`src/rtl/mul_acc_pkg.sv`:
```
// Shared types and default widths for the multiply-accumulate stage.
// The MUL_ACC_SATURATE_EN macro changes only the adder; see acc_adder.
package mul_acc_pkg;

    localparam int PROD_W = 8;
    localparam int ACC_W  = 16;
    localparam int CNT_W  = 4;

    localparam logic [ACC_W-1:0] ACC_MAX = '1;

    typedef enum logic [1:0] {
        IDLE  = 2'd0,
        ACCUM = 2'd1,
        DONE  = 2'd2
    } state_e;

endpackage

```
`src/rtl/mul_accumulator_acc_adder.sv`:
```
// Combinational ACC_W+1 bit adder for the accumulator, returning sum and carry.
// With MUL_ACC_SATURATE_EN defined the sum clamps to all-ones on carry, otherwise it wraps.
module acc_adder #(
    parameter int PROD_W = 8,
    parameter int ACC_W  = 16
) (
    input  logic [ACC_W-1:0]  acc_i,
    input  logic [PROD_W-1:0] prod_i,
    output logic [ACC_W-1:0]  sum_o,
    output logic              carry_o
);

    logic [ACC_W:0] full_sum;

    assign full_sum = {1'b0, acc_i} + {{(ACC_W + 1 - PROD_W){1'b0}}, prod_i};
    assign carry_o  = full_sum[ACC_W];

`ifdef MUL_ACC_SATURATE_EN
    // Once clamped, any further non-zero term carries again, so the clamp persists.
    assign sum_o = full_sum[ACC_W] ? {ACC_W{1'b1}} : full_sum[ACC_W-1:0];
`else
    assign sum_o = full_sum[ACC_W-1:0];
`endif

endmodule

```
`src/rtl/mul_accumulator.sv`:
```
// Sums a programmed number of Multiplier products and hands the total downstream.
// Build option MUL_ACC_SATURATE_EN selects clamping instead of wrap on overflow.
module mul_accumulator #(
    parameter int PROD_W = mul_acc_pkg::PROD_W,
    parameter int ACC_W  = mul_acc_pkg::ACC_W,
    parameter int CNT_W  = mul_acc_pkg::CNT_W
) (
    input  logic              clk,
    input  logic              rst,
    input  logic              start,
    input  logic [CNT_W-1:0]  n_terms,
    input  logic              in_valid,
    output logic              in_ready,
    input  logic [PROD_W-1:0] product,
    output logic [ACC_W-1:0]  acc_out,
    output logic              out_valid,
    input  logic              out_ready,
    output logic              overflow,
    output logic              busy
);

    import mul_acc_pkg::*;

    state_e             state_q, state_d;
    logic [ACC_W-1:0]   acc_q, acc_d;
    logic [CNT_W-1:0]   cnt_q, cnt_d;
    logic [CNT_W-1:0]   n_q, n_d;
    logic               ovf_q, ovf_d;

    logic [ACC_W-1:0]   add_sum;
    logic               add_carry;

    acc_adder #(
        .PROD_W (PROD_W),
        .ACC_W  (ACC_W)
    ) u_adder (
        .acc_i   (acc_q),
        .prod_i  (product),
        .sum_o   (add_sum),
        .carry_o (add_carry)
    );

    always_ff @(posedge clk or posedge rst) begin
        if (rst) begin
            state_q <= IDLE;
            acc_q   <= '0;
            cnt_q   <= '0;
            n_q     <= '0;
            ovf_q   <= 1'b0;
        end else begin
            state_q <= state_d;
            acc_q   <= acc_d;
            cnt_q   <= cnt_d;
            n_q     <= n_d;
            ovf_q   <= ovf_d;
        end
    end

    always_comb begin
        state_d = state_q;
        acc_d   = acc_q;
        cnt_d   = cnt_q;
        n_d     = n_q;
        ovf_d   = ovf_q;
        case (state_q)
            IDLE: begin
                if (start) begin
                    acc_d   = '0;
                    ovf_d   = 1'b0;
                    cnt_d   = '0;
                    n_d     = n_terms;
                    state_d = (n_terms == '0) ? DONE : ACCUM;
                end
            end
            ACCUM: begin
                if (in_valid) begin
                    acc_d = add_sum;
                    ovf_d = ovf_q | add_carry;
                    cnt_d = cnt_q + CNT_W'(1);
                    // n_q is at least 1 here, so the decrement cannot underflow.
                    if (cnt_q == n_q - CNT_W'(1)) begin
                        state_d = DONE;
                    end
                end
            end
            DONE: begin
                if (out_ready) begin
                    state_d = IDLE;
                end
            end
            default: begin
                state_d = IDLE;
            end
        endcase
    end

    assign in_ready  = (state_q == ACCUM);
    assign out_valid = (state_q == DONE);
    assign busy      = (state_q != IDLE);
    assign acc_out   = acc_q;
    assign overflow  = ovf_q;

endmodule

```
`config.mk`:
```
export PLATFORM = sky130hd
export DESIGN_NAME = mul_accumulator
export DESIGN_NICKNAME = d
export VERILOG_FILES = /design/src/rtl/mul_acc_pkg.sv /design/src/rtl/mul_accumulator_acc_adder.sv /design/src/rtl/mul_accumulator.sv
export SDC_FILE = /design/constraint.sdc
export NUM_CORES = 1
export LEC_CHECK = 0
export CAP_MARGIN = 20
export CORE_ASPECT_RATIO = 0.75
export CORE_UTILIZATION = 45
export DETAILED_ROUTE_END_ITERATION = 8
export PLACE_DENSITY_LB_ADDON = 0.1
export SYNTH_ARGS = -nofsm -noshare
export SYNTH_HDL_FRONTEND = slang
export SYNTH_SLANG_ARGS = --single-unit
export TNS_END_PERCENT = 50
```
`constraint.sdc`:
```
create_clock -name clk -period 1.8 [get_ports clk]
set_clock_uncertainty 0.15 [all_clocks]
set_input_delay 0.27 -clock clk [delete_from_list [all_inputs] [get_ports clk]]
set_output_delay 0.27 -clock clk [all_outputs]
set_load 0.02 [all_outputs]
```
# Word level (Yosys, flattened, before mapping)
# Index checks and enable logic that the tools add are counted.
[op_classes] n_addsub=3 mul=0 div_mod_pow=0 n_lt_le_gt_ge=0 n_eq_ne=7 shifts=0 n_mux=15 n_bitwise=1 n_reduce_logical=7
[ops] cell="16-bit 2-to-1 mux" count=2
[ops] cell="16-bit one-hot mux with 2 select lines" count=1
[ops] cell="16-bit by 8-bit adder with 17-bit output" count=1
[ops] cell="2-bit 2-to-1 mux" count=5
[ops] cell="4-bit 2-to-1 mux" count=2
[ops] cell="4-bit one-hot mux with 2 select lines" count=1
[ops] cell="2-bit one-hot mux with 3 select lines" count=1
[ops] cell="4-bit by 1-bit adder with 4-bit output (second input constant)" count=1
[ops] cell="4-bit == test" count=1
[ops] cell="4-bit logical NOT" count=1
[ops] cell="2-bit by 1-bit inequality test with 1-bit output (second input constant)" count=2
[ops] cell="2-bit inequality test (second input constant)" count=2
[ops] cell="4-bit AND reduction" count=1
[ops] cell="2-bit nonzero test" count=2
[ops] cell="4-bit by 1-bit subtractor with 4-bit output (second input constant)" count=1
[ops] cell="3-bit AND reduction" count=1
[ops] cell="2-bit by 1-bit == test with 1-bit output (second input constant)" count=1
[ops] cell="2-bit == test (second input constant)" count=1
[ops] cell="2-bit logical NOT" count=1
[ops] cell="1-bit 2-to-1 mux" count=2
[ops] cell="1-bit one-hot mux with 2 select lines" count=1
[ops] cell="2-bit AND reduction" count=1
[ops] cell="1-bit bitwise OR" count=1
[totals] regBits=27 latchBits=0 ramBits=0 rom_bits=0 in_bits=17 output_inout_bits=20 wordCells=38 n_memories=0

# Longest topological paths before layout
# Gate-level depths: netlist (run 1).
[depth] depth_word=5 depth_mapped=8 depth_no_buf=8

# By module
# A second synthesis (run 1) with hierarchy kept.
[unflattened] cells_unflattened=175 hier_area_um2=1730.4
[by_module_without_submodules] module="mul_accumulator" n_inst=1 cells_per_inst=91 area_each_um2=1136.1
[by_module_without_submodules] module="acc_adder" n_inst=1 cells_per_inst=84 area_each_um2=594.3

# Least setup slack after synthesis (run 1)
# No wires, ideal clock.
[synth_path] kind="register to register" from="reg acc_q[0] (netlist: acc_out[0])" to="reg acc_q[8] (netlist: acc_out[8])" setup_ns=0.134 t_arrival_ns=1.873 path_slack_ns=-0.358 path_stages_with_launch=9 path_buffers=0 path_cell_list="dfrtp_1 -> ha_1 -> inv_1 -> fa_1 -> nand2b_1 -> a211oi_2 -> or2_1 -> nand2_1 -> mux2i_1"
[synth_between] elab_chain_len=3
[synth_lines] element="start, declared" line_no="mul_accumulator.sv:25" rtl="logic [ACC_W-1:0] acc_q, acc_d;"
[synth_lines] element="start signal, assigned" line_no="mul_accumulator.sv:46" rtl="acc_q <= '0;"
[synth_lines] element="start signal, assigned" line_no="mul_accumulator.sv:52" rtl="acc_q <= acc_d;"
[synth_lines] element="16-bit by 8-bit adder with 17-bit output" line_no="mul_accumulator_acc_adder.sv:15" rtl="assign full_sum = {1'b0, acc_i} + {{(ACC_W + 1 - PROD_W){1'b0}}, prod_i};"
[synth_lines] element="16-bit 2-to-1 mux" line_no="mul_accumulator.sv:76" rtl="if (in_valid) begin"
[synth_lines] element="16-bit one-hot mux with 2 select lines" line_no="mul_accumulator.sv:65" rtl="case (state_q)"
# Every way passes these cells. The select of a mux whose other input is x is not followed.
# A chain may end at the register's enable or synchronous reset.

# Worst setup path in the final report (run 1)
[layout_path] from="reg acc_q[0] (netlist: acc_out[0])" to="reg acc_q[9] (netlist: acc_out[9])"
# Same word-level chain as after synthesis.

==> metrics.csv, run 1 <==
metric;value;unit
routability cong.;0.840;
Syn Nets;200;
synth warn;0;
P per Cell Area;1410;nW/µm²
chip height;53.9;µm
number of vias in the routed layout;1530;
final number of setup-violating endpoints;12;
post-synthesis cell area;1610;µm²
Slew Limit Headroom;0.696;
Antenna Nets Post-Route;0;
initial antenna violation count;0;
H-tree lvl count;1;
crit share post-route;1.12;
RSZ-0062 raised after global routing;true;
fin. max-slew vios;0;
Clock Path Buffers;2;
n_diodes;0;
commonest non-fill, non-tap cells in the layout;buf_4, nand2_1, dfrtp_1;
Distinct cells, synth;37;
Final Cell Area;2490;µm²
port bufs;36;
run status;finished, violations left;
mux cell area share after synthesis;0.0186;
Post-synth top flop;dfrtp_1;
Post-Route WL;4.30;mm
Synth top area share;0.419;
Clock Power Share;0.101;
Avg Cell Area, Syn;9.38;µm²
CTS Buf Count;3;
Ports;37;
Tightest Pin Transition;449;ps
Arr. time, crit path;2090;ps
slowest stage delay, CP;430;ps
CTS tree;yes;
Synth Area in Adders;0.0899;
CP max stage cell;dfrtp_2;
placed cell areas;2340;µm²
die width;71.2;µm
Hold-fix buffers, CTS;0;
Sw Ratio;0.425;
failing checks;DRC, setup timing;
TritonCTS Sinks;27;
post-synthesis xor/xnor area fraction;0.0814;
Final #Nets;273;
post-synthesis simple-gate area fraction;0.180;
Final Util;0.742;
via/cell ratio;5.39;
grt ovf;0;
Wirelength per Cell;15.1;µm
Yosys reg bits;27;
setup slack after layout;-214;ps
Most common cell on crit path;buf_6;
WP data required;1870;ps
Layout area overhead;54.2;%
Reg clk slew, reported paths;100;ps
crit-path cells;ha_4, buf_6, a211oi_4, o21ai_2, a221o_1, buf_6, a21oi_1, a31o_1;
largest family of logic cells by synthesized area;compound AO/OA/AOI/OAI gates;
largest net degree at the start of global routing;28;
Pre-antenna DRT Iters;6;
CP max FO;5;
number of global-route vias before repair;1567;
Hold Fails Final Rpt;0;
CP Class;reg -> reg;
clk_lat worst skew;280;ps
worst hold path class;in -> async;
post-synthesis compound-gate area fraction;0.184;
share of cells above drive strength 1;0.262;
drt first-iter violations;102;
sequential power share;0.285;
Post-synth EDFFs;0;
area leader, netlist;dfrtp_1;
Net Switching;1490;µW
sequential area share after synthesis;0.419;
Residual DRC;2;
crit path launch type;flop;
combinational share of power;0.614;
Initial Util;0.481;
top post-synthesis cells by area;dfrtp_1, ha_1, nand2_1;
Syn Inst Count;172;
total track usage;0.250;
Async SR Flop Fraction;1.00;
endpoint type of the worst setup path;flop;
die area;3830;µm²
hpwl dp;3.22;mm
P_leak;0.00122;µW
clk root buf;clkbuf_8;
Max-cap violations;0;
core area;3360;µm²
P_int;2020;µW
first-pass GRT wire length;7.25;mm
Max VDD drop;0.000767;V
max frequency;496;MHz
row cnt;18;
minimum clock period after layout;2010;ps
commonest non-fill, non-tap cell in the layout;buf_4;
## cells in the mapped netlist (2+ instances only)
master / instances
dfrtp_1: 27
nand2_1: 26
nor2_1: 14
ha_1: 10
xor2_1: 10
a21oi_1: 9
o21ai_1: 9
inv_1: 8
nand2b_1: 5
o21ai_0: 5
xnor2_1: 5
a31oi_1: 3
and2_1: 3
buf_2: 3
mux2i_1: 3
o211ai_1: 3
a211oi_2: 2
a21o_1: 2
a22o_1: 2
a31o_1: 2
and3_1: 2
nand4_1: 2
nor2b_1: 2
nor3_1: 2
## final timing paths
kind | startpoint | end | cells past startpoint | slack (ps)
max in group asynchronous | rst | acc_out[2] | 3 | 1020
setup reg to reg | acc_out[0] | acc_out[9] | 8 | -210
setup / recovery | acc_out[0] | acc_out[9] | 8 | -210
hold reg to reg | n_q[3] | n_q[3] | 2 | 350
min in group clk | n_q[3] | n_q[3] | 2 | 350
hold / removal | rst | acc_out[6] | 3 | 200
## flip-flops by register name (all words and copies together) (netlist names)
register  flops
acc_out      16
cnt_q         4
n_q           4
state_q       2
overflow      1
## metal layers
layer | track usage | vias up | routed length (µm)
met3 | 0.0468 | 10 | 168
met4 | 0.0700 | 0 | 73
li1 | - | 740 | -
met2 | 0.432 | 33 | 2070
met1 | 0.328 | 747 | 1990
met5 | 0 | - | 0
## metrics by stage
stage                     total power [µW]  setup TNS (ps)  hold slack [ps]  setup slack [ps]  std cells
after floorplan                       2200           -1020              173              -176        172
after global placement                2950           -6380              332              -544        275
after detailed placement              3040           -6970              333              -594        275
after CTS                             3460           -2040              208              -283        282
after global routing                  3770           -2520              246              -272        284
final                                 3510           -1670              196              -214        284
## cell families (layout without fill, tap and decap cells)
| family | Yosys count | count (layout) |
|---|---|---|
| flip-flops | 27 | 27 |
| adder cells (fa/ha/maj) | 11 | 11 |
| multiplexers | 3 | 3 |
| AND/OR/NAND/NOR | 61 | 61 |
| AO/OA/AOI/OAI | 44 | 44 |
| XOR/XNOR | 15 | 15 |
| buffers and inverters | 11 | 83 |
## power by group through the flow
stage / sequential, µW / combinational (µW) / clock, µW
after floorplan: 1100 / 1110 / 0
after global placement: 993 / 1950 / 0
after detailed placement: 1010 / 2030 / 0
after CTS: 997 / 2100 / 363
after global routing: 1020 / 2370 / 380
final: 999 / 2150 / 354
## area by class of cell
cell class,instances,area (µm²)
Multi-Input combinational cell,134,1050
Fill cell,251,867
Sequential cell,27,679
Timing Repair Buffer,71,632
Tap cell,40,50.0
Clock buffer,4,45.0
Inverter,8,30.0
## timing repair
item                                    in CTS  in global routing
pin swaps                                   18                 16
gates resized for setup                     23                  9
setup buffers                                3                  2
endpoints found under the setup margin      23                 19
## worst max-delay path, delay by kind of cell, from the launching register on
family,cells,cell delay [ps]
adders and majority gates,1,170
AOI/OAI and AO/OA,5,930
DFF,1,430
buffers and inverters,2,270
No activity file was read; power rests on OpenSTA's default activity.
==> run 2: changes to the inputs <==
Clock period 1.8 ns to 1.9 ns, I/O delays scaled along.
==> run 2 against run 1 <==
  * Highest routed layer unchanged
  * Die area did not move
  * Critical path type unchanged
  * Register-to-register slack is essentially flat
  * Count of clock-buffer cells in the layout stayed put
  * Critical path depth is 2 higher
  * Maximum frequency is 4.6% lower
  * Final cell count is the same
  * The flow still finishes with violations (DRC, setup timing)
  * Via count up 1.4%
==> metrics.csv, run 2 (synthesis gave the netlist of run 1 again) <==
metric;value;unit
P_leak;0.00114;µW
Pre-antenna DRT Iters;6;
drt first-iter violations;60;
TritonCTS Sinks;27;
max frequency;474;MHz
Slew Limit Headroom;0.696;
clk_lat worst skew;280;ps
Final #Nets;273;
die width;71.2;µm
core area;3360;µm²
initial antenna violation count;0;
RSZ-0062 raised after global routing;true;
CTS tree;yes;
port bufs;36;
Post-Route WL;4.54;mm
Max-cap violations;0;
setup slack after layout;-211;ps
Arr. time, crit path;2170;ps
Layout area overhead;54.8;%
Initial Util;0.481;
worst slack, placed;-530;ps
largest net degree at the start of global routing;28;
Residual DRC;1;
share of cells above drive strength 1;0.262;
first-pass GRT wire length;6.79;mm
die area;3830;µm²
Final Cell Area;2500;µm²
clk root buf;clkbuf_8;
run status;finished, violations left;
crit share post-route;1.11;
grt ovf;0;
worst hold path class;in -> async;
CP Class;reg -> reg;
CTS Buf Count;3;
fin. max-slew vios;0;
max reg flops;16;
commonest non-fill, non-tap cell in the layout;buf_4;
failing checks;DRC, setup timing;
routability cong.;0.870;
hold_ws;205;ps
hpwl dp;3.09;mm
total track usage;0.236;
commonest non-fill, non-tap cells in the layout;buf_4, clkdlybuf4s50_1, nand2_1;
dpl cells;274;
Clock Path Buffers;2;
placed cell areas;2280;µm²
number of vias in the routed layout;1551;
P per Cell Area;1360;nW/µm²
endpoint type of the worst setup path;flop;
n_diodes;0;
final number of setup-violating endpoints;11;
Antenna Nets Post-Route;0;
CP max FO;4;
fill cell count;219;
Post-Layout Cell Count;284;
Reg clk slew, reported paths;100;ps
H-tree lvl count;1;
Max VDD drop;0.000705;V
Wirelength per Cell;16.0;µm
crit path launch type;flop;
Ports;37;
via/cell ratio;5.46;
number of global-route vias before repair;1440;
overall power;3390;µW
Hold-fix buffers, CTS;0;
WP data required;1960;ps
chip height;53.9;µm
Hold Fails Final Rpt;0;
row cnt;18;
Tightest Pin Transition;450;ps
minimum clock period after layout;2110;ps
## run 2: cell types whose count changed in the layout (fill, tap and decap cells not counted), sizes merged
| cell | previous run | this run |
|---|---|---|
| dlygate4sd2 | 12 | 5 |
| dlymetal6s2s | 5 | 2 |
| clkdlybuf4s50 | 19 | 29 |
## run 2: routing by layer
metal  GRT usage  vias up  part of all wire
met4      0.0200        0             0.011
met5           0        -                 0
li1            -      749                 -
met1       0.321      753              0.46
met2       0.410       43              0.49
met3      0.0468        6             0.037
## run 2: final cells by class
class | count | area, µm² | share of cell area
multi-input combinational | 134 | 1050 | 0.420
sequential | 27 | 678 | 0.271
timing repair buffer | 71 | 646 | 0.258
tap | 40 | 50.0 | 0.0200
clock buffer | 4 | 45.0 | 0.0180
inverter | 8 | 30.0 | 0.0120
## run 2: path summary, 6_finish.rpt
check                                start  slack (ps)     endpoint  cells after the start
worst max-delay path            acc_out[0]        -210  acc_out[14]                     10
worst max register to register  acc_out[0]        -210  acc_out[14]                     10
worst min-delay path                   rst         200   acc_out[5]                      3
min in group clk                    n_q[3]         360       n_q[3]                      2
worst min register to register      n_q[3]         360       n_q[3]                      2
max in group asynchronous              rst        1090   acc_out[0]                      3
## run 2: timing repair
item,CTS,global route
pin swaps,11,15
setup endpoints to repair,15,14
gates resized for setup,13,16
setup buffers,2,5
## run 2: report_power, final
group / switching [µW] / internal (µW) / leakage [µW]
combinational: 1060 / 1040 / 0.000769
clock: 193 / 151 / 0.0000228
sequential: 188 / 755 / 0.000352
## run 2: stage by stage
| step | TNS [ps] | util |
|---|---|---|
| 2_1_floorplan | -323 | - |
| 3_3_place_gp | -4890 | 0.681 |
| 3_5_place_dp | -5680 | 0.681 |
| 4_1_cts | -1090 | 0.708 |
| 5_1_grt | -2160 | 0.745 |
| 6_report | -1210 | 0.745 |
## run 2: worst max-delay path, cell delays in order, from the launching register on
cell and delay [ps]:
dfrtp_2 390, ha_4 140, buf_6 90, inv_2 30
fa_2 330, nand2b_4 160, a211oi_4 280, buf_4 170
o21ai_2 50, xor2_1 170, nor2_1 100
==> run 3: changes to the inputs <==
Settings changed: CORE_UTILIZATION 45 to 38.
==> run 3 against run 2 <==
  * The run ends with setup timing left
  * Combinational power down 8%
  * Worst hold slack got worse by 60 ps
  * Critical path type unchanged
  * Critical endpoint is now acc_out[11]
  * Register-to-register slack improved by 120 ps
==> metrics.csv, run 3 (synthesis gave the netlist of run 1 again) <==
metric;value;unit
run status;finished, violations left;
failing checks;setup timing;
slowest stage delay, CP;440;ps
core area;4050;µm²
n_diodes;0;
worst flop-to-flop path endpoint;acc_out[11];
CP max FO;7;
grt ovf;0;
Layout area overhead;50.2;%
CTS tree;yes;
TritonCTS Sinks;27;
row cnt;20;
Ports;37;
worst r2r src;acc_out[0];
commonest non-fill, non-tap cells in the layout;clkdlybuf4s50_1, nand2_1, dfrtp_1, buf_4, nor2_1;
Arr. time, crit path;2040;ps
endpoint type of the worst setup path;flop;
P per Cell Area;1330;nW/µm²
Antenna Nets Post-Route;0;
clk root buf;clkbuf_8;
port bufs;36;
crit path launch type;flop;
R2R setup slack;-100;ps
P_leak;0.00111;µW
drt first-iter violations;33;
Pre-antenna DRT Iters;4;
Residual DRC;0;
commonest non-fill, non-tap cell in the layout;clkdlybuf4s50_1;
routability cong.;0.822;
via/cell ratio;5.05;
max reg flops;16;
CP max stage cell;dfrtp_2;
worst hold path class;in -> async;
initial antenna violation count;0;
Max-cap violations;0;
setup slack after layout;-96.0;ps
number of vias in the routed layout;1475;
worst reg-to-reg path cell count;7;
cell family with most CP delay;compound AO/OA/AOI/OAI gates;
minimum clock period after layout;2000;ps
final number of setup-violating endpoints;9;
CTS Buf Count;3;
largest net degree at the start of global routing;18;
Wirelength per Cell;13.8;µm
Slew Limit Headroom;0.661;
total track usage;0.191;
RSZ-0062 raised after global routing;true;
chip height;58.4;µm
Final Util;0.598;
CP Class;reg -> reg;
Tightest Pin Transition;501;ps
Reg clk slew, reported paths;100;ps
die width;77.3;µm
H-tree lvl count;1;
Post-Route WL;4.04;mm
Clock Path Buffers;2;
clk_lat worst skew;280;ps
crit share post-route;1.05;
max frequency;501;MHz
WP buf/inv;1;
Initial Util;0.398;
crit-path cells;ha_4, buf_6, a211oi_4, o21ai_2, a221o_1, nand4_1, mux2i_1;
overall power;3210;µW
hpwl dp;3.05;mm
Max VDD drop;0.000681;V
fin. max-slew vios;0;
share of cells above drive strength 1;0.232;
WP data required;1950;ps
number of global-route vias before repair;1507;
Hold Fails Final Rpt;0;
Final #Nets;266;
die area;4510;µm²
first-pass GRT wire length;6.71;mm
Hold-fix buffers, CTS;0;
==> run 3: changes by cell type in the layout (fill, tap and decap cells not counted), sizes merged <==
cell	change
buf	-7
clkbuf	-1
clkinv	+1
dlygate4sd2	+1
dlymetal6s2s	-1
==> run 3: how the worst max path moves through the flow <==
stage | start | end | cells past startpoint
finish | acc_out[0] | acc_out[11] | 7
global route | acc_out[1] | acc_out[8] | 8
CTS | acc_out[0] | acc_out[11] | 7
detailed placement | product[1] | acc_out[11] | 7
global placement | product[0] | acc_out[12] | 9
floorplan | acc_out[0] | acc_out[8] | 8
==> run 3: stage by stage <==
stage	hold WS [ps]	setup TNS, ps	instances	cell area (µm²)	worst slack (ps)
after detailed placement	341	-5470	287	2290	-505
after CTS	145	-751	292	2380	-171
after global routing	173	-1240	292	2420	-177
after floorplan	188	-323	172	1660	-77.0
after global placement	339	-5180	287	2290	-454
final	144	-440	292	2420	-96.0
==> run 3: worst reg2reg max path, stage by stage (launching register included) <==
cell,delay (ps)
dfrtp_2,440
ha_4,170
buf_6,120
a211oi_4,230
o21ai_2,90
a221o_1,390
nand4_1,130
mux2i_1,210
==> run 3: routing by layer <==
metal  routed length [µm]  global-route usage  part of all wire  vias to the layer above
li1                     -                   -                 -                      729
met1                 1960               0.244              0.49                      720
met2                 1920               0.332              0.48                       20
met3                  111              0.0372             0.027                        6
met4                   47              0.0593             0.012                        0
met5                    0                   0                 0                        -
==> run 3: where the power goes <==
group          total (µW)  internal [µW]  switching, µW
Clock                 338            147            191
Sequential            934            755            179
Combinational        1940            951            990
Total                3210           1850           1360
==> run 3: layout make-up <==
cell class / count / area (µm²)
Clock buffer: 3 / 41.3
Clock inverter: 1 / 5.00
Fill cell: 375 / 1630
Inverter: 8 / 30.0
Multi-Input combinational cell: 134 / 1010
Sequential cell: 27 / 678
Tap cell: 55 / 68.8
Timing Repair Buffer: 64 / 586
==> run 3: what timing repair did <==
action                     4_1_cts  5_1_grt
gates resized for setup         15        8
setup buffers                    1        0
setup endpoints to repair       15       12
hold endpoints to repair         0        0
pin swaps                       13        9
